--- src/rtl/breath_led_ctrl.sv ---
// Breathing-LED sequencer: free-running PWM counter plus a rise/hold/fall/hold
// duty profile advanced by step strobes, applied only at PWM period boundaries.
module breath_led_ctrl #(
  parameter int PWM_W      = 8,
  parameter int STEP       = 1,
  parameter int HOLD_STEPS = 16
) (
  input  logic             clk,
  input  logic             rst,
  input  logic             step_en,
  input  logic             s4_pulse,
  input  logic             mode,
  output logic             pwm_out,
  output logic [PWM_W-1:0] duty,
  output logic [1:0]       state,
  output logic             cycle_done
);

  localparam int HOLD_W = (HOLD_STEPS > 1) ? $clog2(HOLD_STEPS) : 1;

  localparam logic [PWM_W-1:0]  MAX_V     = '1;
  localparam logic [PWM_W-1:0]  STEP_V    = PWM_W'(STEP);
  localparam logic [PWM_W-1:0]  RISE_LIM  = MAX_V - STEP_V;
  localparam logic [HOLD_W-1:0] HOLD_LAST = HOLD_W'(HOLD_STEPS - 1);

  localparam logic [1:0] RISE    = 2'd0;
  localparam logic [1:0] HOLD_HI = 2'd1;
  localparam logic [1:0] FALL    = 2'd2;
  localparam logic [1:0] HOLD_LO = 2'd3;

  logic [PWM_W-1:0]  pwm_cnt_q,    pwm_cnt_d;
  logic [PWM_W-1:0]  duty_q,       duty_d;
  logic [1:0]        state_q,      state_d;
  logic [HOLD_W-1:0] hold_cnt_q,   hold_cnt_d;
  logic              pending_q,    pending_d;
  logic              pwm_out_q,    pwm_out_d;
  logic              cycle_done_q, cycle_done_d;

  logic boundary;

  assign boundary = (pwm_cnt_q == MAX_V);

  always_comb begin
    // NOTE: every variable gets a default first so no path through this block
    // leaves one unassigned; otherwise synthesis infers a latch.
    pwm_cnt_d    = pwm_cnt_q + PWM_W'(1);
    duty_d       = duty_q;
    state_d      = state_q;
    hold_cnt_d   = hold_cnt_q;
    pending_d    = pending_q;
    cycle_done_d = 1'b0;
    pwm_out_d    = (pwm_cnt_q < duty_q);

    if (s4_pulse) begin
      // Restart abandons the profile; any coincident step_en is dropped.
      pwm_cnt_d  = '0;
      duty_d     = '0;
      state_d    = RISE;
      hold_cnt_d = '0;
      pending_d  = 1'b0;
    end else if (mode) begin
      pending_d = 1'b0;
    end else if (boundary) begin
      pending_d = 1'b0;
      if (pending_q || step_en) begin
        case (state_q)
          RISE: begin
            if (duty_q >= RISE_LIM) begin
              duty_d     = MAX_V;
              hold_cnt_d = '0;
              state_d    = HOLD_HI;
            end else begin
              duty_d = duty_q + STEP_V;
            end
          end
          HOLD_HI: begin
            if (hold_cnt_q == HOLD_LAST) begin
              hold_cnt_d = '0;
              state_d    = FALL;
            end else begin
              hold_cnt_d = hold_cnt_q + HOLD_W'(1);
            end
          end
          FALL: begin
            if (duty_q <= STEP_V) begin
              duty_d     = '0;
              hold_cnt_d = '0;
              state_d    = HOLD_LO;
            end else begin
              duty_d = duty_q - STEP_V;
            end
          end
          default: begin
            if (hold_cnt_q == HOLD_LAST) begin
              hold_cnt_d   = '0;
              state_d      = RISE;
              cycle_done_d = 1'b1;
            end else begin
              hold_cnt_d = hold_cnt_q + HOLD_W'(1);
            end
          end
        endcase
      end
    end else begin
      // Steps within a period collapse into one apply at the boundary.
      pending_d = pending_q | step_en;
    end
  end

  // NOTE: sequential state uses non-blocking assignments so every flop samples
  // the pre-edge values regardless of statement order.
  always_ff @(posedge clk) begin
    if (rst) begin
      pwm_cnt_q    <= '0;
      duty_q       <= '0;
      state_q      <= RISE;
      hold_cnt_q   <= '0;
      pending_q    <= 1'b0;
      pwm_out_q    <= 1'b0;
      cycle_done_q <= 1'b0;
    end else begin
      pwm_cnt_q    <= pwm_cnt_d;
      duty_q       <= duty_d;
      state_q      <= state_d;
      hold_cnt_q   <= hold_cnt_d;
      pending_q    <= pending_d;
      pwm_out_q    <= pwm_out_d;
      cycle_done_q <= cycle_done_d;
    end
  end

  assign pwm_out    = pwm_out_q;
  assign duty       = duty_q;
  assign state      = state_q;
  assign cycle_done = cycle_done_q;

endmodule

--- config.mk ---
export PLATFORM = sky130hd
export DESIGN_NAME = breath_led_ctrl
export DESIGN_NICKNAME = d
export VERILOG_FILES = /design/src/rtl/breath_led_ctrl.sv
export SDC_FILE = /design/constraint.sdc
export NUM_CORES = 1
export LEC_CHECK = 0
export CAP_MARGIN = 40
export CELL_PAD_IN_SITES_DETAIL_PLACEMENT = 2
export CELL_PAD_IN_SITES_GLOBAL_PLACEMENT = 2
export CORE_UTILIZATION = 36
export DETAILED_ROUTE_END_ITERATION = 16
export HOLD_SLACK_MARGIN = 0.15
export PLACE_DENSITY = 0.86
export SLEW_MARGIN = 20
export SYNTH_ARGS = -nofsm -noshare
export SYNTH_HDL_FRONTEND = slang
export SYNTH_SLANG_ARGS = --single-unit
--- constraint.sdc ---
create_clock -name clk -period 5.1 [get_ports clk]
set_input_delay 1.53 -clock clk [delete_from_list [all_inputs] [get_ports clk]]
set_output_delay 1.53 -clock clk [all_outputs]
set_load 0.005 [all_outputs]
After elaboration in Yosys (flattened, before gate mapping)
Index checks and enable logic that the tools add are counted.

$add $sub $neg: 4. $mul: 0. Div/mod/pow operators: 0. Order comparisons: 3. Eq/ne operators: 7. Shifts and indexed selects: 0. Mux-type cells: 13. Bitwise operators: 4. Reductions and logical operators: 10.

Operator list (number): adder 8 x 1 -> 8 bit, second input constant (2); two-way mux 8 bit (2); one-hot mux 8 bit (2 select lines) (1); two-way mux 4 bit (3); equality test 8 bit, second input constant (1); >= comparator 8 bit, second input constant (1); less-or-equal comparator 8 x 1 -> 1 bit, second input constant (1); < comparator 8 bit (1); two-way mux 2 bit (4); one-hot mux 4 bit (2 select lines) (1); OR reduction 8 bit (1); subtractor 8 x 1 -> 8 bit, second input constant (1); AND reduction 7 bit (1); != test 2 bit, second input constant (3); one-hot mux 2 bit (3 select lines) (1); AND reduction 5 bit (1); adder 4 x 1 -> 4 bit, second input constant (1); equality test 4 bit, second input constant (1); AND reduction 4 bit (1); OR reduction 4 bit (1); inverter 1 bit (3); nonzero test 3 bit (1); equality test 2 x 1 -> 1 bit, second input constant (1); equality test 2 bit, second input constant (1); other kinds (6) (6).

Register bits after elaboration: 25. Latch bits: 0. Bits in writable memories: 0. Memory bits (read-only): 0. Bits of input ports: 5. Output and inout port bits: 12. Memories: 0.

Depth between registers and ports, before layout
Gate-level depths: netlist of the first run.

Depth in word-level cells: 3. Gate-level depth with buffers: 8. Mapped depth without buffers: 7.

Worst setup path before layout of the first run
Ideal clock, no wire load.

Kind: input port to flip-flop. From: input mode. To: register duty_q[0] (netlist: duty[0]). Setup time: 71 ps. Arrival: 2682 ps. Data required time: 5029 ps. Setup slack: 2348 ps. Cell stages on the path: 5. Path through: o21bai_1 -> nor3_2 -> o21ai_1 -> a211o_2 -> a21oi_1.

Word-level cells in the longest chain between the ends: 2.

Ends and longest elaborated chain: start: declaration (RTL line 12) `input logic mode,`; inverter 1 bit (no source line); AND reduction 4 bit (no source line); end signal: assignment (RTL line 123) `duty_q <= duty_d;`; end: declaration (RTL line 32) `logic [PWM_W-1:0] duty_q, duty_d;`.

Every way passes these cells. A chain may end at the register's enable or synchronous reset.

Final worst setup path of the first run
From: input mode. To: register duty_q[5] (netlist: duty[5]).

Same word-level chain as after synthesis.

==> impl_metrics.toml, run 1 <==
[run_status]
outcome = "completed"

[place]
hpwl_um = 3880
io_buffers = 16
post-place-cells = 251
gp_congestion = 0.811

[global_route]
overflow = 0
grt_pass1_vias = 1625
antenna_found_initial = 0
grt_max_degree = 21
grt_pass1_wl_um = 8140
track_usage = 0.239

[power]
finalPower_mw = 0.335
power_leakage_nw = 0.604
ir_worst_vdd_mv = 0.106
seq_power_share = 0.589
internal_power_mw = 0.256
power.share.switching = 0.234
power_density_nw_per_um2 = 184
p_switching_mw = 0.0783
pwr-share-clk = 0.376
p_comb_frac = 0.035

[clock_network]
cts_root_buffer = "clkbuf_8"
insertion_delay_ns = 0.28
ctsHoldBuffers = 0
cts_htree_levels = 1
postCtsResizedCells = 0
clock_path_buffers = 2
cts_tree = "done"
clock_sinks = 25
cts.clk_slew.worst_paths_ns = 0.10
post_cts_buffers = 0
cts-buffers-inserted = 3

[routing]
via_per_inst = 5.93
drc_errors = 0
first_pass_iters = 4
vias = 1512
totalWireLength_um = 4980
drtIter0Drc = 76
detail-route-antenna-nets = 0
wire_per_inst_um = 19.5

[yosys]
yosysTopAreaCell = "dfxtp_1"
yosys-top-cells-area = "dfxtp_1, ha_1, a21oi_1"
synth_top_family_by_area = "simple AND/OR/NAND/NOR gates"
ys_types = 41
yosys.cell_count.top_type = "dfxtp_1"
postSynthCellCount = 190
synth_warnings = 0
syn_nets = 212
synth-seq-cells = 25
netlist_area_um2 = 1570
synthTopCellsByCount = "dfxtp_1, ha_1, nor2_1"
synth_ff_type = "dfxtp_1"
synthMuxAreaShare = 0.0128
synth-adder-area-share = 0.136
synth_top_area_share = 0.319
synth-edff-count = 0
synth_xor_area_frac = 0.0223
avgSynthCellArea_um2 = 8.26
synth_compound_area_frac = 0.234
yosys.area_share.simple = 0.235
async_flop_share = 0
seq_area_frac_synth = 0.319

[final_layout]
fin_cells = 255
fin_nets = 228
n_antenna_cell = 0
area_growth_pct = 15.9
layout-drive-gt1-share = 0.0585

[setup_path]
required_ns = 5.23
path_cells = "clkdlybuf4s50_1, o21bai_1, nor4_1, o21ai_0, a211oi_1, a2111oi_1"
worstPathArrival_ns = 3.55
worstPathMaxFanout = 4
cp-start-kind = "primary input"
rrSetupSlack_ns = 2.27
cp_slowest_cell = "nor4_1"
max_stage_delay_ns = 0.58
cp_top_family = "compound AO/OA/AOI/OAI gates"
critPathBufInv = 1
path_class = "primary input to flop"
cp-end-kind = "flop"

[floorplan]
ios = 17
rows = 23
die_y_um = 68.0
die_w_um = 68.0
die_area_um2 = 4630
start_util = 0.384
core_um2 = 4090

[sta]
fin_crit_sh = 0.670
totalNegativeSetupSlack_ns = 0
final_max_slew_viol_count = 0
worst_pin_slew_ns = 0.716
hold_viol = 0
finClkSkew_ns = 0.00709
finalCriticalPeriod_ns = 3.41
relSlewSlack = 0.518
rsz0062_at_grt = "false"
fmax_ghz = 0.293
setup_viol = 0

[flow_run]
drv_cap = 0

[worst_hold_path]
min_path_type = "flop to flop"
-- path summary, 6_finish.rpt --
path                              startpoint            to  cells after the start
worst max register to register      state[0]       duty[5]                      7
worst min register to register  pwm_cnt_q[0]  pwm_cnt_q[0]                      1
worst max-delay path                    mode       duty[5]                      6
worst min-delay path            pwm_cnt_q[0]  pwm_cnt_q[0]                      1
-- state kept, by name (all words and copies together) (netlist names) --
name        flops
hold_cnt_q      4
state           2
cycle_done      1
pending_q       1
pwm_cnt_q       8
pwm_out         1
duty            8
-- through the flow --
stage               hold WS (ns)  worst slack, ns   util  cell area, um2
finish                     0.485             1.69  0.445            1820
detailed placement         0.474             1.50  0.434            1770
floorplan                  0.427             2.35      -            1570
global route               0.502             1.55  0.445            1820
global placement           0.451             1.71  0.434            1770
CTS                        0.496             1.70  0.445            1820
-- per-layer routing --
| layer | up-vias | share of wire | global-route usage |
|---|---|---|---|
| li1 | 729 | - | - |
| met1 | 757 | 0.46 | 0.294 |
| met2 | 17 | 0.50 | 0.420 |
| met3 | 9 | 0.019 | 0.0300 |
| met4 | 0 | 0.021 | 0.0911 |
| met5 | - | 0 | 0 |
-- layout by cell type (no fill, tap or decap), types with 8 or more instances in the layout --
cell type	netlist	final
nand2_1	12	12
nor2_1	14	14
dfxtp_1	25	25
a21oi_1	13	13
nand3_1	9	9
inv_1	12	12
o21ai_0	12	12
a211oi_1	8	8
clkdlybuf4s50_1	0	16
ha_1	17	17
nor3_1	9	9
-- cell type report --
| type | instances | area, um2 |
|---|---|---|
| Sequential cell | 25 | 500 |
| Fill cell | 476 | 2270 |
| Clock inverter | 1 | 5.00 |
| Timing Repair Buffer | 16 | 160 |
| Clock buffer | 3 | 41.3 |
| Multi-Input combinational cell | 148 | 1000 |
| Tap cell | 50 | 62.6 |
| Inverter | 12 | 45.0 |
-- power groups by stage --
stage	Combinational (mW)	Sequential, mW	Clock, mW
4_1_cts	0.0119	0.197	0.128
3_5_place_dp	0.0119	0.202	0
2_1_floorplan	0.00594	0.201	0
6_report	0.0116	0.197	0.126
5_1_grt	0.0131	0.197	0.133
3_3_place_gp	0.0111	0.202	0
-- logic make-up after synthesis --
| group | Yosys count |
|---|---|
| adder cells (fa/ha/maj) | 17 |
| flip-flops | 25 |
| AND/OR/NAND/NOR | 70 |
| multiplexers | 2 |
| AO/OA/AOI/OAI | 55 |
| XOR/XNOR | 4 |
| buffers and inverters | 17 |
Note: power is estimated with default switching activity, not from simulation.
==> run 2, diff against run 1 <==
--- a/config.mk
+++ b/config.mk
@@ -8,10 +8,10 @@
 export CAP_MARGIN = 40
 export CELL_PAD_IN_SITES_DETAIL_PLACEMENT = 2
 export CELL_PAD_IN_SITES_GLOBAL_PLACEMENT = 2
-export CORE_UTILIZATION = 36
+export CORE_UTILIZATION = 33
 export DETAILED_ROUTE_END_ITERATION = 16
 export HOLD_SLACK_MARGIN = 0.15
-export PLACE_DENSITY = 0.86
+export PLACE_DENSITY = 0.8
 export SLEW_MARGIN = 20
 export SYNTH_ARGS = -nofsm -noshare
 export SYNTH_HDL_FRONTEND = slang
==> constraint.sdc (replaced) <==
create_clock -name clk -period 3.3 [get_ports clk]
set_input_delay 0.99 -clock clk [delete_from_list [all_inputs] [get_ports clk]]
set_output_delay 0.99 -clock clk [all_outputs]
set_load 0.005 [all_outputs]
==> run 2 against run 1 <==
Compared with the run above: cell area is 0.96% higher; non-clock buffer count up 2; clock skew shrank 0.0029 ns; die area is 8.8% higher; clock power increased by 47%; final cell count increased by 1.6%; total power grew 52%; first-iteration DRC count is 20% higher; largest power group unchanged.
==> impl_metrics.toml, run 2 (synthesis gave the netlist of run 1 again) <==
[global_route]
grt_pass1_vias = 1595
overflow = 0
grt_max_degree = 21
track_usage = 0.213
antenna_found_initial = 0
grt_pass1_wl_um = 8320

[final_layout]
fin_nets = 230
area_growth_pct = 17.0
layout_common_cells = "dfxtp_1, ha_1, clkdlybuf4s50_1"
n_antenna_cell = 0
layout_commonest_cell = "dfxtp_1"
layout-drive-gt1-share = 0.0676
final_util = 0.410
fill_cells = 511
final_area_um2 = 1840

[clock_network]
clock_path_buffers = 2
postCtsResizedCells = 0
cts_root_buffer = "clkbuf_8"
insertion_delay_ns = 0.27
cts-buffers-inserted = 3
cts.clk_slew.worst_paths_ns = 0.09
cts_tree = "done"
ctsHoldBuffers = 0
post_cts_buffers = 0
clock_sinks = 25
cts_htree_levels = 1

[worst_hold_path]
whs_path_depth = 1
min_path_type = "flop to flop"

[floorplan]
rows = 24
start_util = 0.351
die_area_um2 = 5030
die_y_um = 71.0
core_um2 = 4470
ios = 17
die_w_um = 71.0

[setup_path]
cp-start-kind = "primary input"
cp_slowest_cell = "a2111oi_1"
max_stage_delay_ns = 0.50
worstPathMaxFanout = 9
path_class = "primary input to flop"
required_ns = 3.45
reg2regPathDepth = 5
worstPathArrival_ns = 2.79
path_cells = "clkdlybuf4s50_1, o21bai_1, nor3_2, o21ai_1, a2111oi_1"
cp-end-kind = "flop"

[sta]
finalCriticalPeriod_ns = 2.64
totalNegativeSetupSlack_ns = 0
final_max_slew_viol_count = 0
fin_crit_sh = 0.800
finClkSkew_ns = 0.00419
rsz0062_at_grt = "false"
worst_pin_slew_ns = 0.636
hold_viol = 0
relSlewSlack = 0.573
fmax_ghz = 0.379
setup_viol = 0

[power]
ir_worst_vdd_mv = 0.168
finalPower_mw = 0.508
power_leakage_nw = 0.615
power_density_nw_per_um2 = 277

[routing]
via_per_inst = 5.81
totalWireLength_um = 4960
first_pass_iters = 6
drc_errors = 0
vias = 1505
drtIter0Drc = 91
wire_per_inst_um = 19.2
detail-route-antenna-nets = 0

[place]
gp_congestion = 0.883
hpwl_um = 3940
io_buffers = 16
dpl-instance-area_um2 = 1790

[flow_run]
drv_cap = 0

[run_status]
outcome = "completed"
run 2: final timing paths:
path | start | endpoint | slack, ns
worst max-delay path | mode | duty[5] | 0.66
worst min-delay path | pwm_cnt_q[0] | pwm_cnt_q[0] | 0.50
worst max register to register | duty[2] | duty[5] | 0.85
worst min register to register | pwm_cnt_q[0] | pwm_cnt_q[0] | 0.50
run 2: cell type report:
class,count,area [um2],share of cell area
tap,52,65.1,0.0354
sequential,25,500,0.273
multi-input combinational,148,1000,0.547
timing repair buffer,18,175,0.0954
clock buffer,3,41.3,0.0225
clock inverter,1,5.00,0.00273
inverter,12,45.0,0.0245
run 2: metrics by stage:
stage	hold WS, ns	setup WS, ns	std cells
floorplan	0.427	1.09	190
global placement	0.458	0.498	255
detailed placement	0.494	0.368	255
CTS	0.516	0.695	259
global route	0.536	0.491	259
finish	0.498	0.661	259
run 2: layer usage:
layer  vias up  track usage  part of all wire
met4         0       0.0511            0.0060
met5         -            0                 0
li1        734            -                 -
met3         4       0.0356             0.018
met1       749        0.273              0.46
met2        18        0.374              0.51
run 2: where the power goes:
| part | internal [mW] | switching, mW |
|---|---|---|
| sequential | 0.303 | 0.00161 |
| clock | 0.0845 | 0.101 |
| combinational | 0.00802 | 0.00986 |
run 2: worst max-delay path, delay by kind of cell:
kind / cells / cell delay (ns)
simple gates: 1 / 0.35
buf+inv: 1 / 0.39
compound gates: 3 / 1.06
==> run 3, diff against run 2 <==
==> constraint.sdc (replaced) <==
create_clock -name clk -period 2.5 [get_ports clk]
set_input_delay 0.75 -clock clk [delete_from_list [all_inputs] [get_ports clk]]
set_output_delay 0.75 -clock clk [all_outputs]
set_load 0.005 [all_outputs]
==> run 3 against run 2 <==
Compared with the run above: the flow now finishes with violations (DRC); register-to-register slack got worse by 0.65 ns; wire length increased by 1.3%; non-clock buffer count rose by 3; largest power group unchanged.
==> impl_metrics.toml, run 3 (synthesis gave the netlist of run 1 again) <==
[clock_network]
post_cts_buffers = 0
clock_sinks = 25
cts_htree_levels = 1
cts.clk_slew.worst_paths_ns = 0.09
cts_tree = "done"
cts_root_buffer = "clkbuf_8"
ctsHoldBuffers = 0
cts-buffers-inserted = 3
insertion_delay_ns = 0.27
postCtsResizedCells = 0
clock_path_buffers = 2

[power]
ir_worst_vdd_mv = 0.329
finalPower_mw = 0.671
power_leakage_nw = 0.629
power_density_nw_per_um2 = 361

[setup_path]
cp-end-kind = "flop"
worstPathArrival_ns = 2.50
required_ns = 2.70
worstPathMaxFanout = 9
cp-start-kind = "flop"
path_class = "flop to flop"

[sta]
holdWs_ns = 0.481
finClkSkew_ns = 0.00330
fin_crit_sh = 0.920
finalCriticalPeriod_ns = 2.30
rsz0062_at_grt = "false"
setup_viol = 0
final_max_slew_viol_count = 0
totalNegativeSetupSlack_ns = 0
hold_viol = 0
worst_pin_slew_ns = 0.570
fmax_ghz = 0.435
relSlewSlack = 0.617

[global_route]
track_usage = 0.213
grt_pass1_wl_um = 8360
grt_pass1_vias = 1627
antenna_found_initial = 0
grt_max_degree = 18
overflow = 0

[run_status]
outcome = "finished with violations"
violations = "DRC"

[routing]
totalWireLength_um = 5030
via_per_inst = 5.82
detail-route-antenna-nets = 0
wire_per_inst_um = 19.2
drc_errors = 1
vias = 1525
drtIter0Drc = 85
first_pass_iters = 10

[place]
post-place-cells = 258
gp_congestion = 0.838
io_buffers = 16
hpwl_um = 3870
dpl-instance-area_um2 = 1810

[floorplan]
rows = 24
core_um2 = 4470
start_util = 0.351
die_y_um = 71.0
ios = 17
die_area_um2 = 5030
die_w_um = 71.0

[final_layout]
final_area_um2 = 1860
n_antenna_cell = 0
area_growth_pct = 18.5
layout_common_cells = "dfxtp_1, ha_1, clkdlybuf4s50_1"
fin_nets = 233
layout_commonest_cell = "dfxtp_1"
layout-drive-gt1-share = 0.0857
fin_cells = 262

[flow_run]
drv_cap = 0

[worst_hold_path]
min_path_type = "flop to flop"
run 3: cell count changes in the layout (fill, tap and decap cells not counted):
cell and delta:
o21ai_1 +1, dfxtp_1 -1, o21ai_0 -1, buf_4 +3, dfxtp_2 +1
run 3: worst paths after layout:
kind                 from            to  slack, ns  cells past startpoint
max reg2reg       duty[1]      state[0]       0.20                      7
min reg2reg  pwm_cnt_q[0]  pwm_cnt_q[0]       0.48                      1
min          pwm_cnt_q[0]  pwm_cnt_q[0]       0.48                      1
max               duty[1]      state[0]       0.20                      7
run 3: metal layers:
metal  track usage  vias up  part of all wire
li1              -      748                 -
met1         0.270      761              0.47
met2         0.385       14              0.51
met3        0.0342        2             0.018
met4        0.0378        0            0.0050
met5             0        -                 0
run 3: area by class of cell:
class / instances / area [um2]
Clock buffer: 3 / 41.3
Clock inverter: 1 / 5.00
Fill cell: 516 / 2620
Inverter: 12 / 45.0
Multi-Input combinational cell: 148 / 1000
Sequential cell: 25 / 502
Tap cell: 52 / 65.1
Timing Repair Buffer: 21 / 198
run 3: worst max-delay path: stages (launching register included):
cell and delay, ns:
dfxtp_1 0.43, inv_1 0.20, ha_1 0.31, nor2_1 0.13, o31ai_4 0.36, nand4_1 0.26, or3_1 0.37, a21oi_1 0.17
run 3: power by group:
group          internal (mW)  total, mW  switching (mW)  leakage (nW)
combinational         0.0115     0.0248          0.0133         0.402
clock                  0.112      0.244           0.133        0.0255
sequential             0.400      0.402         0.00196         0.202
run 3: metrics by stage:
step                 util  setup WS [ns]
finish              0.416          0.201
global route        0.416         0.0647
CTS                 0.415          0.101
detailed placement  0.405        -0.0131
global placement    0.405         0.0971
floorplan               -          0.528
